[src/rtl/ps2_pkg.sv]
// Shared PS/2 keystroke types: sequencer states, scancode constants, FIFO entry
// layout and the make/break slot helpers used by the sequencer.
package ps2_pkg;

    typedef enum logic [2:0] {
        IDLE,
        LOAD,
        PREFIX,
        BYTE,
        GAP,
        INHIBIT
    } ps2_state_e;

    localparam logic [7:0] PS2_LSHIFT = 8'h12;
    localparam logic [7:0] PS2_EXT    = 8'hE0;
    localparam logic [7:0] PS2_BREAK  = 8'hF0;

    typedef struct packed {
        logic       extended;
        logic       shift;
        logic [7:0] code;
    } ps2_key_t;

    // Full sequence is 8 slots: 12 E0 code E0 F0 code F0 12; flags drop slots.
    function automatic logic slot_used(input logic [2:0] idx, input ps2_key_t k);
        case (idx)
            3'd0, 3'd6, 3'd7: slot_used = k.shift;
            3'd1, 3'd3:       slot_used = k.extended;
            default:          slot_used = 1'b1;
        endcase
    endfunction

    function automatic logic [7:0] slot_byte(input logic [2:0] idx, input ps2_key_t k);
        case (idx)
            3'd0, 3'd7: slot_byte = PS2_LSHIFT;
            3'd1, 3'd3: slot_byte = PS2_EXT;
            3'd4, 3'd6: slot_byte = PS2_BREAK;
            default:    slot_byte = k.code;
        endcase
    endfunction

    function automatic logic [2:0] first_slot(input ps2_key_t k);
        first_slot = k.shift ? 3'd0 : (k.extended ? 3'd1 : 3'd2);
    endfunction

    // Returns {found, idx} of the next used slot after idx.
    function automatic logic [3:0] next_slot(input logic [2:0] idx, input ps2_key_t k);
        logic [2:0] s;
        next_slot = '0;
        for (int unsigned i = 7; i >= 1; i--) begin
            s = 3'(i);
            if (s > idx && slot_used(s, k)) next_slot = {1'b1, s};
        end
    endfunction

endpackage

[src/rtl/ps2_byte_tx.sv]
// Serialises one byte as an 11-bit PS/2 device frame (start, 8 data LSB first,
// odd parity, stop); lines idle high, abort returns them high at once.
module ps2_byte_tx
    import ps2_pkg::*;
#(
    parameter int HALF = 1000
) (
    input  logic       clk,
    input  logic       rst_n,
    input  logic       start,
    input  logic [7:0] data_in,
    input  logic       abort,
    output logic       go,
    output logic       done,
    output logic       ps2_clk,
    output logic       ps2_data
);

    localparam int CW = $clog2(2 * HALF);
    localparam logic [CW-1:0] HALF_M1 = CW'(HALF - 1);
    localparam logic [CW-1:0] FULL_M1 = CW'(2 * HALF - 1);

    logic          active_q, active_d;
    logic [10:0]   frame_q, frame_d;
    logic [3:0]    bit_q, bit_d;
    logic [CW-1:0] cnt_q, cnt_d;
    logic          clk_q, clk_d;
    logic          data_q, data_d;

    always_comb begin
        active_d = active_q;
        frame_d  = frame_q;
        bit_d    = bit_q;
        cnt_d    = cnt_q;
        clk_d    = clk_q;
        data_d   = data_q;
        done     = 1'b0;
        if (abort) begin
            active_d = 1'b0;
            clk_d    = 1'b1;
            data_d   = 1'b1;
        end else if (start) begin
            frame_d  = {1'b1, ~^data_in, data_in, 1'b0};
            active_d = 1'b1;
            bit_d    = '0;
            cnt_d    = '0;
            clk_d    = 1'b1;
            data_d   = 1'b0;
        end else if (active_q) begin
            if (cnt_q == FULL_M1) begin
                cnt_d = '0;
                clk_d = 1'b1;
                if (bit_q == 4'd10) begin
                    active_d = 1'b0;
                    done     = 1'b1;
                    data_d   = 1'b1;
                end else begin
                    bit_d  = bit_q + 4'd1;
                    data_d = frame_q[bit_q + 4'd1];
                end
            end else begin
                cnt_d = cnt_q + CW'(1);
                if (cnt_q == HALF_M1) clk_d = 1'b0;
            end
        end
    end

    always_ff @(posedge clk or negedge rst_n) begin
        if (!rst_n) begin
            active_q <= 1'b0;
            frame_q  <= '1;
            bit_q    <= '0;
            cnt_q    <= '0;
            clk_q    <= 1'b1;
            data_q   <= 1'b1;
        end else begin
            active_q <= active_d;
            frame_q  <= frame_d;
            bit_q    <= bit_d;
            cnt_q    <= cnt_d;
            clk_q    <= clk_d;
            data_q   <= data_d;
        end
    end

    assign go       = active_q;
    assign ps2_clk  = clk_q;
    assign ps2_data = data_q;

endmodule

[src/rtl/ps2_keystroke_tx.sv]
// Keystroke FIFO plus make/break sequencer driving a PS/2 device transmitter.
// Define PS2_INHIBIT_EN to abort and resend a byte when the host pulls ps2_clk low.
module ps2_keystroke_tx
    import ps2_pkg::*;
#(
    parameter int CLK_HZ     = 25000000,
    parameter int PS2_HZ     = 12500,
    parameter int FIFO_DEPTH = 8,
    parameter int GAP_BITS   = 2
) (
    input  logic                        clk_25mhz,
    input  logic                        resetn,
    input  logic                        key_valid,
    output logic                        key_ready,
    input  logic [7:0]                  key_code,
    input  logic                        key_extended,
    input  logic                        key_shift,
    output logic                        ps2_clk,
    output logic                        ps2_data,
    input  logic                        ps2_clk_in,
    output logic                        busy,
    output logic [$clog2(FIFO_DEPTH):0] level
);

    localparam int HALF    = CLK_HZ / (2 * PS2_HZ);
    localparam int PW      = $clog2(FIFO_DEPTH);
    localparam int LW      = PW + 1;
    localparam int GAP_CYC = GAP_BITS * 2 * HALF;
    localparam int GW      = $clog2(GAP_CYC);
    localparam logic [LW-1:0] DEPTH_L = LW'(FIFO_DEPTH);
    // GAP lasts one cycle short; the following LOAD/PREFIX/IDLE cycle completes it.
    localparam logic [GW-1:0] GAP_END = GW'(GAP_CYC - 2);

    ps2_state_e    state_q, state_d;
    ps2_key_t      key_q, key_d;
    ps2_key_t      fifo_mem_q [FIFO_DEPTH];
    ps2_key_t      head;
    logic [2:0]    slot_q, slot_d;
    logic [3:0]    nxt;
    logic [GW-1:0] gap_q, gap_d;
    logic [LW-1:0] level_q, level_d;
    logic [PW-1:0] rd_ptr_q, rd_ptr_d, wr_ptr_q, wr_ptr_d;
    logic          key_ready_q, key_ready_d;
    logic          push, pop;
    logic          byte_start, byte_abort, byte_go, byte_done;
    logic [7:0]    byte_val;

`ifdef PS2_INHIBIT_EN
    localparam int RW = $clog2(2 * HALF);
    localparam logic [RW-1:0] REL_END = RW'(2 * HALF - 1);
    logic          clk_in_meta_q, clk_in_sync_q;
    logic [RW-1:0] rel_q, rel_d;
`else
    logic unused_ps2_clk_in;
    assign unused_ps2_clk_in = ps2_clk_in;
`endif

    assign push = key_valid & key_ready_q;
    assign head = fifo_mem_q[rd_ptr_q];

    always_comb begin
        rd_ptr_d = pop  ? rd_ptr_q + PW'(1) : rd_ptr_q;
        wr_ptr_d = push ? wr_ptr_q + PW'(1) : wr_ptr_q;
        case ({push, pop})
            2'b10:   level_d = level_q + LW'(1);
            2'b01:   level_d = level_q - LW'(1);
            default: level_d = level_q;
        endcase
        key_ready_d = level_d < DEPTH_L;
    end

    always_comb begin
        state_d    = state_q;
        key_d      = key_q;
        slot_d     = slot_q;
        gap_d      = gap_q;
        pop        = 1'b0;
        byte_start = 1'b0;
        byte_abort = 1'b0;
        byte_val   = slot_byte(slot_q, key_q);
        nxt        = next_slot(slot_q, key_q);
`ifdef PS2_INHIBIT_EN
        rel_d      = rel_q;
`endif
        case (state_q)
            IDLE: if (level_q != '0) state_d = LOAD;
            LOAD: begin
                pop        = 1'b1;
                key_d      = head;
                slot_d     = first_slot(head);
                byte_val   = slot_byte(slot_d, head);
                byte_start = 1'b1;
                state_d    = BYTE;
            end
            PREFIX: begin
                byte_start = 1'b1;
                state_d    = BYTE;
            end
            BYTE: begin
`ifdef PS2_INHIBIT_EN
                if (!clk_in_sync_q && ps2_clk) begin
                    byte_abort = 1'b1;
                    rel_d      = '0;
                    state_d    = INHIBIT;
                end else if (byte_done) begin
                    gap_d   = '0;
                    state_d = GAP;
                end
`else
                if (byte_done) begin
                    gap_d   = '0;
                    state_d = GAP;
                end
`endif
            end
            GAP: begin
                if (gap_q == GAP_END) begin
                    if (nxt[3]) begin
                        slot_d  = nxt[2:0];
                        state_d = PREFIX;
                    end else if (level_q != '0) begin
                        state_d = LOAD;
                    end else begin
                        state_d = IDLE;
                    end
                end else begin
                    gap_d = gap_q + GW'(1);
                end
            end
`ifdef PS2_INHIBIT_EN
            INHIBIT: begin
                if (!clk_in_sync_q) begin
                    rel_d = '0;
                end else if (rel_q == REL_END) begin
                    byte_start = 1'b1;
                    state_d    = BYTE;
                end else begin
                    rel_d = rel_q + RW'(1);
                end
            end
`endif
            default: state_d = IDLE;
        endcase
    end

    always_ff @(posedge clk_25mhz) begin
        if (push) fifo_mem_q[wr_ptr_q] <= '{extended: key_extended, shift: key_shift, code: key_code};
    end

    always_ff @(posedge clk_25mhz or negedge resetn) begin
        if (!resetn) begin
            state_q     <= IDLE;
            key_q       <= '0;
            slot_q      <= '0;
            gap_q       <= '0;
            level_q     <= '0;
            rd_ptr_q    <= '0;
            wr_ptr_q    <= '0;
            key_ready_q <= 1'b0;
        end else begin
            state_q     <= state_d;
            key_q       <= key_d;
            slot_q      <= slot_d;
            gap_q       <= gap_d;
            level_q     <= level_d;
            rd_ptr_q    <= rd_ptr_d;
            wr_ptr_q    <= wr_ptr_d;
            key_ready_q <= key_ready_d;
        end
    end

`ifdef PS2_INHIBIT_EN
    always_ff @(posedge clk_25mhz or negedge resetn) begin
        if (!resetn) begin
            clk_in_meta_q <= 1'b1;
            clk_in_sync_q <= 1'b1;
            rel_q         <= '0;
        end else begin
            clk_in_meta_q <= ps2_clk_in;
            clk_in_sync_q <= clk_in_meta_q;
            rel_q         <= rel_d;
        end
    end
`endif

    ps2_byte_tx #(
        .HALF(HALF)
    ) u_byte_tx (
        .clk      (clk_25mhz),
        .rst_n    (resetn),
        .start    (byte_start),
        .data_in  (byte_val),
        .abort    (byte_abort),
        .go       (byte_go),
        .done     (byte_done),
        .ps2_clk  (ps2_clk),
        .ps2_data (ps2_data)
    );

    assign key_ready = key_ready_q;
    assign busy      = (state_q != IDLE) | byte_go;
    assign level     = level_q;

endmodule

[config.mk]
export PLATFORM = sky130hd
export DESIGN_NAME = ps2_keystroke_tx
export DESIGN_NICKNAME = d
export VERILOG_FILES = /design/src/rtl/ps2_pkg.sv /design/src/rtl/ps2_byte_tx.sv /design/src/rtl/ps2_keystroke_tx.sv
export SDC_FILE = /design/constraint.sdc
export NUM_CORES = 1
export LEC_CHECK = 0
export CORE_MARGIN = 2
export CORE_UTILIZATION = 25
export CTS_CLUSTER_SIZE = 40
export DETAILED_ROUTE_END_ITERATION = 8
export PLACE_DENSITY_LB_ADDON = 0.08
export SYNTH_ARGS = -nofsm -noshare
export SYNTH_HDL_FRONTEND = slang
export SYNTH_SLANG_ARGS = --single-unit
export TNS_END_PERCENT = 20
[constraint.sdc]
create_clock -name clk_25mhz -period 5.12 [get_ports clk_25mhz]
set_input_delay 0.512 -clock clk_25mhz [delete_from_list [all_inputs] [get_ports clk_25mhz]]
set_output_delay 0.512 -clock clk_25mhz [all_outputs]
set_load 0.005 [all_outputs]
==> flow_summary_export.csv <==
group,metric,value,unit
sta,hold_violations,0,
sta,fin_crit,3490,ps
sta,grt_setup_unrepaired,"false",
sta,setup_viol,0,
finish,fin_nets,583,
routing,num_vias,4204,
clock_network,cts_tree,"yes",
sta,tns,0,ps
placed_design,dp_hpwl,9.58,mm
synthesis,synthDistinctLibCells,59,
synthesis,ys_seq_elements,147,
routing,first_pass_iters,4,
power_and_ir_drop,vdd_drop_max,0.166,mV
clock_network,clk_path_buf_depth,2,
routing,drc,0,
finish,layout-drive-gt1-share,0.140,
synthesis,synth_edf_count,80,
synthesis,synth_area_leader_cell,"edfxtp_1",
clock_network,postCtsHoldBufs,0,
synthesis,synth_async_sr_flop_share,0.456,
routing,routed_wl,14.9,mm
global_routing,grt_usage,0.112,
floorplanning,io_pins,22,
clock_network,clk_pin_slew,70,ps
clock_network,clkLatencyLatePin,430,ps
sta,slew_headroom,0.412,
job,cap_violations,0,
status,status,"finished clean",
global_routing,grt_pass1_vias,4297,
floorplanning,fp-row-count,60,
worst_setup_path,end_kind,"flop",
global_routing,grt_overflow_total,0,
worst_hold_path,hold_path_class,"primary input to asynchronous set/reset pin",
clock_network,clock-root-buffer,"clkbuf_16",
power_and_ir_drop,seq_power_share,0.467,
synthesis,synth.area.top_cells,"edfxtp_1, dfrtp_1, dfstp_2, mux4_2, mux2i_1",
finish,post-route-util,0.299,
synthesis,syn_area_per_cell,12.8,µm²
synthesis,synth_top_area_share,0.355,
power_and_ir_drop,netSwitchingFraction,0.272,
finish,area_growth,18.3,%
clock_network,postCtsSetupRepairBufs,0,
routing,post_drt_via_cell_ratio,4.61,
finish,n_antenna_cell,0,
worst_setup_path,r2r_setup_slack,1630,ps
synthesis,synthCells,529,
worst_setup_path,reg2reg_depth,7,
floorplanning,fp.dieW,169,µm
sta,min_period_over_period,0.681,
global_routing,grt_pass1_wl,24.1,mm
worst_setup_path,critPathArrivalTime,3830,ps
worst_setup_path,start_kind,"flop",
routing,drt-initial-drc-count,271,
global_routing,grt_max_degree,37,
power_and_ir_drop,p_comb_frac,0.107,
placed_design,port_buffers,20,
worst_setup_path,required,5470,ps
synthesis,synth_top_flop_cell,"edfxtp_1",
clock_network,post_cts_resize_count,0,
routing,wl_per_cell,16.4,µm
floorplanning,initial_core_util,0.253,
synthesis,synth-seq-area-share,0.604,
worst_setup_path,timing.rr.start,"rd_ptr_q[1]$_DFFE_PN0P_",
power_and_ir_drop,leakage,3.01,nW
sta,drv_slew,0,
routing,ant_nets,0,
clock_network,cts.htree.levels,4,
power_and_ir_drop,clkPwrFrac,0.426,
worst_setup_path,crit_fanout,13,
floorplanning,fp.dieH,169,µm
placed_design,gp_congestion,0.714,
clock_network,cts.sinks,147,
sta,tightest_slew,882,ps
power_and_ir_drop,p_sw,0.835,mW
clock_network,cts_made_buffers,17,
floorplanning,coreArea,0.0268,mm²
sta,clock_skew,13.3,ps
worst_setup_path,r2r_end,"u_byte_tx.frame_q[9]$_DFFE_PN1N_",
sta,fmaxAchievable,287,MHz
global_routing,antenna_found_initial,0,
power_and_ir_drop,internal-power,2.23,mW
synthesis,ys_warn_count,0,
synthesis,syn-num-nets,555,
synthesis,syn_area,0.00678,mm²
worst_setup_path,worst-setup-path-type,"flop to flop",
power_and_ir_drop,power_density,383,mW/mm²
floorplanning,die-area,0.0284,mm²
==> layout make-up <==
class	instances	area, µm²
fillers	2704	18800
flip-flops and latches	147	4090
multi-input cells	341	2510
well taps	341	427
clock buffers	17	425
repair buffers	33	293
clock inverters	15	205
inverters	17	63.8
==> cell families (layout without fill, tap and decap cells) <==
kind of cell    after synthesis  in the layout  synth area share
flops                       147            147             0.604
simple gates                163            163             0.114
xor+xnor                     24             24            0.0310
buf+inv                      41             82            0.0253
compound gates               95             95            0.0938
fa+ha+maj                    13             13            0.0247
mux                          46             46             0.107
==> state kept, by name, indices dropped and copies added, names as in the netlist <==
register,cells
u_byte_tx.ps2_data,1
key_ready,1
u_byte_tx.bit_q,4
slot_q,3
fifo_mem_q,80
wr_ptr_q,3
rd_ptr_q,3
key_q,10
gap_q,12
level,4
u_byte_tx.cnt_q,11
state_q,3
u_byte_tx.ps2_clk,1
u_byte_tx.frame_q,10
u_byte_tx.go,1
==> cell usage after synthesis, drive strengths merged, types with 6 or more instances <==
cell and instances:
nor2 42, xor2 12, mux2i 24, clkbuf 19, dfstp 12, inv 17
nand2 53, xnor2 12, a21oi 16, dfrtp 55, nand2b 7, edfxtp 80
a211oi 6, nand4 8, mux4 18, nor3 8, ha 11, nand3 18
o21ai 33
==> through the flow <==
stage / hold WS [ps] / cell area, µm² / power (mW) / std cells / worst slack, ps
5_1_grt: 224 / 8020 / 3.22 / 911 / 1480
3_5_place_dp: 452 / 7390 / 1.80 / 879 / 1610
2_1_floorplan: 216 / 6780 / 1.63 / 529 / 2260
4_1_cts: 196 / 8020 / 3.12 / 911 / 1600
6_report: 168 / 8020 / 3.07 / 911 / 1630
3_3_place_gp: 453 / 7390 / 1.79 / 879 / 1590
==> power groups by stage <==
| stage | logic, mW | clock network, mW | registers, mW |
|---|---|---|---|
| final | 0.330 | 1.31 | 1.43 |
| after floorplan | 0.185 | 0 | 1.45 |
| after CTS | 0.343 | 1.35 | 1.43 |
| after detailed placement | 0.342 | 0 | 1.46 |
| after global routing | 0.368 | 1.40 | 1.45 |
| after global placement | 0.338 | 0 | 1.46 |
==> per-layer routing <==
layer	GRT usage	wire [µm]
met1	0.139	6900
met2	0.193	7440
met3	0.0281	405
met4	0.0356	157
met5	0	0
==> worst max-delay path, cell delays in order (launching register included) <==
cell and delay, ps:
dfrtp_1 860, mux4_1 690, mux2_4 340, or4_4 520, a211o_1 330, a211o_1 330
a211oi_2 250, o31ai_2 90
==> cells in the final DEF, fill, tap and decap left out, types with 16 or more instances in the layout <==
cell type / instances
edfxtp_1: 80
dfrtp_1: 55
nand2_1: 53
nor2_1: 42
o21ai_0: 33
mux2i_1: 24
clkdlybuf4s50_1: 19
nand3_1: 18
inv_1: 17
clkbuf_16: 17
a21oi_1: 16
==> worst max path at each step <==
stage                     slack [ps]                               end  cells after the start               startpoint
after floorplan                 2260  u_byte_tx.frame_q[9]$_DFFE_PN1N_                      8  rd_ptr_q[1]$_DFFE_PN0P_
after global placement          1590  u_byte_tx.frame_q[9]$_DFFE_PN1N_                      7  rd_ptr_q[1]$_DFFE_PN0P_
after detailed placement        1610  u_byte_tx.frame_q[9]$_DFFE_PN1N_                      7  rd_ptr_q[1]$_DFFE_PN0P_
after CTS                       1600  u_byte_tx.frame_q[9]$_DFFE_PN1N_                      7  rd_ptr_q[1]$_DFFE_PN0P_
after global routing            1480  u_byte_tx.frame_q[9]$_DFFE_PN1N_                      8  rd_ptr_q[1]$_DFFE_PN0P_
final                           1630  u_byte_tx.frame_q[9]$_DFFE_PN1N_                      7  rd_ptr_q[1]$_DFFE_PN0P_
Power figures use the tool's default switching activity.
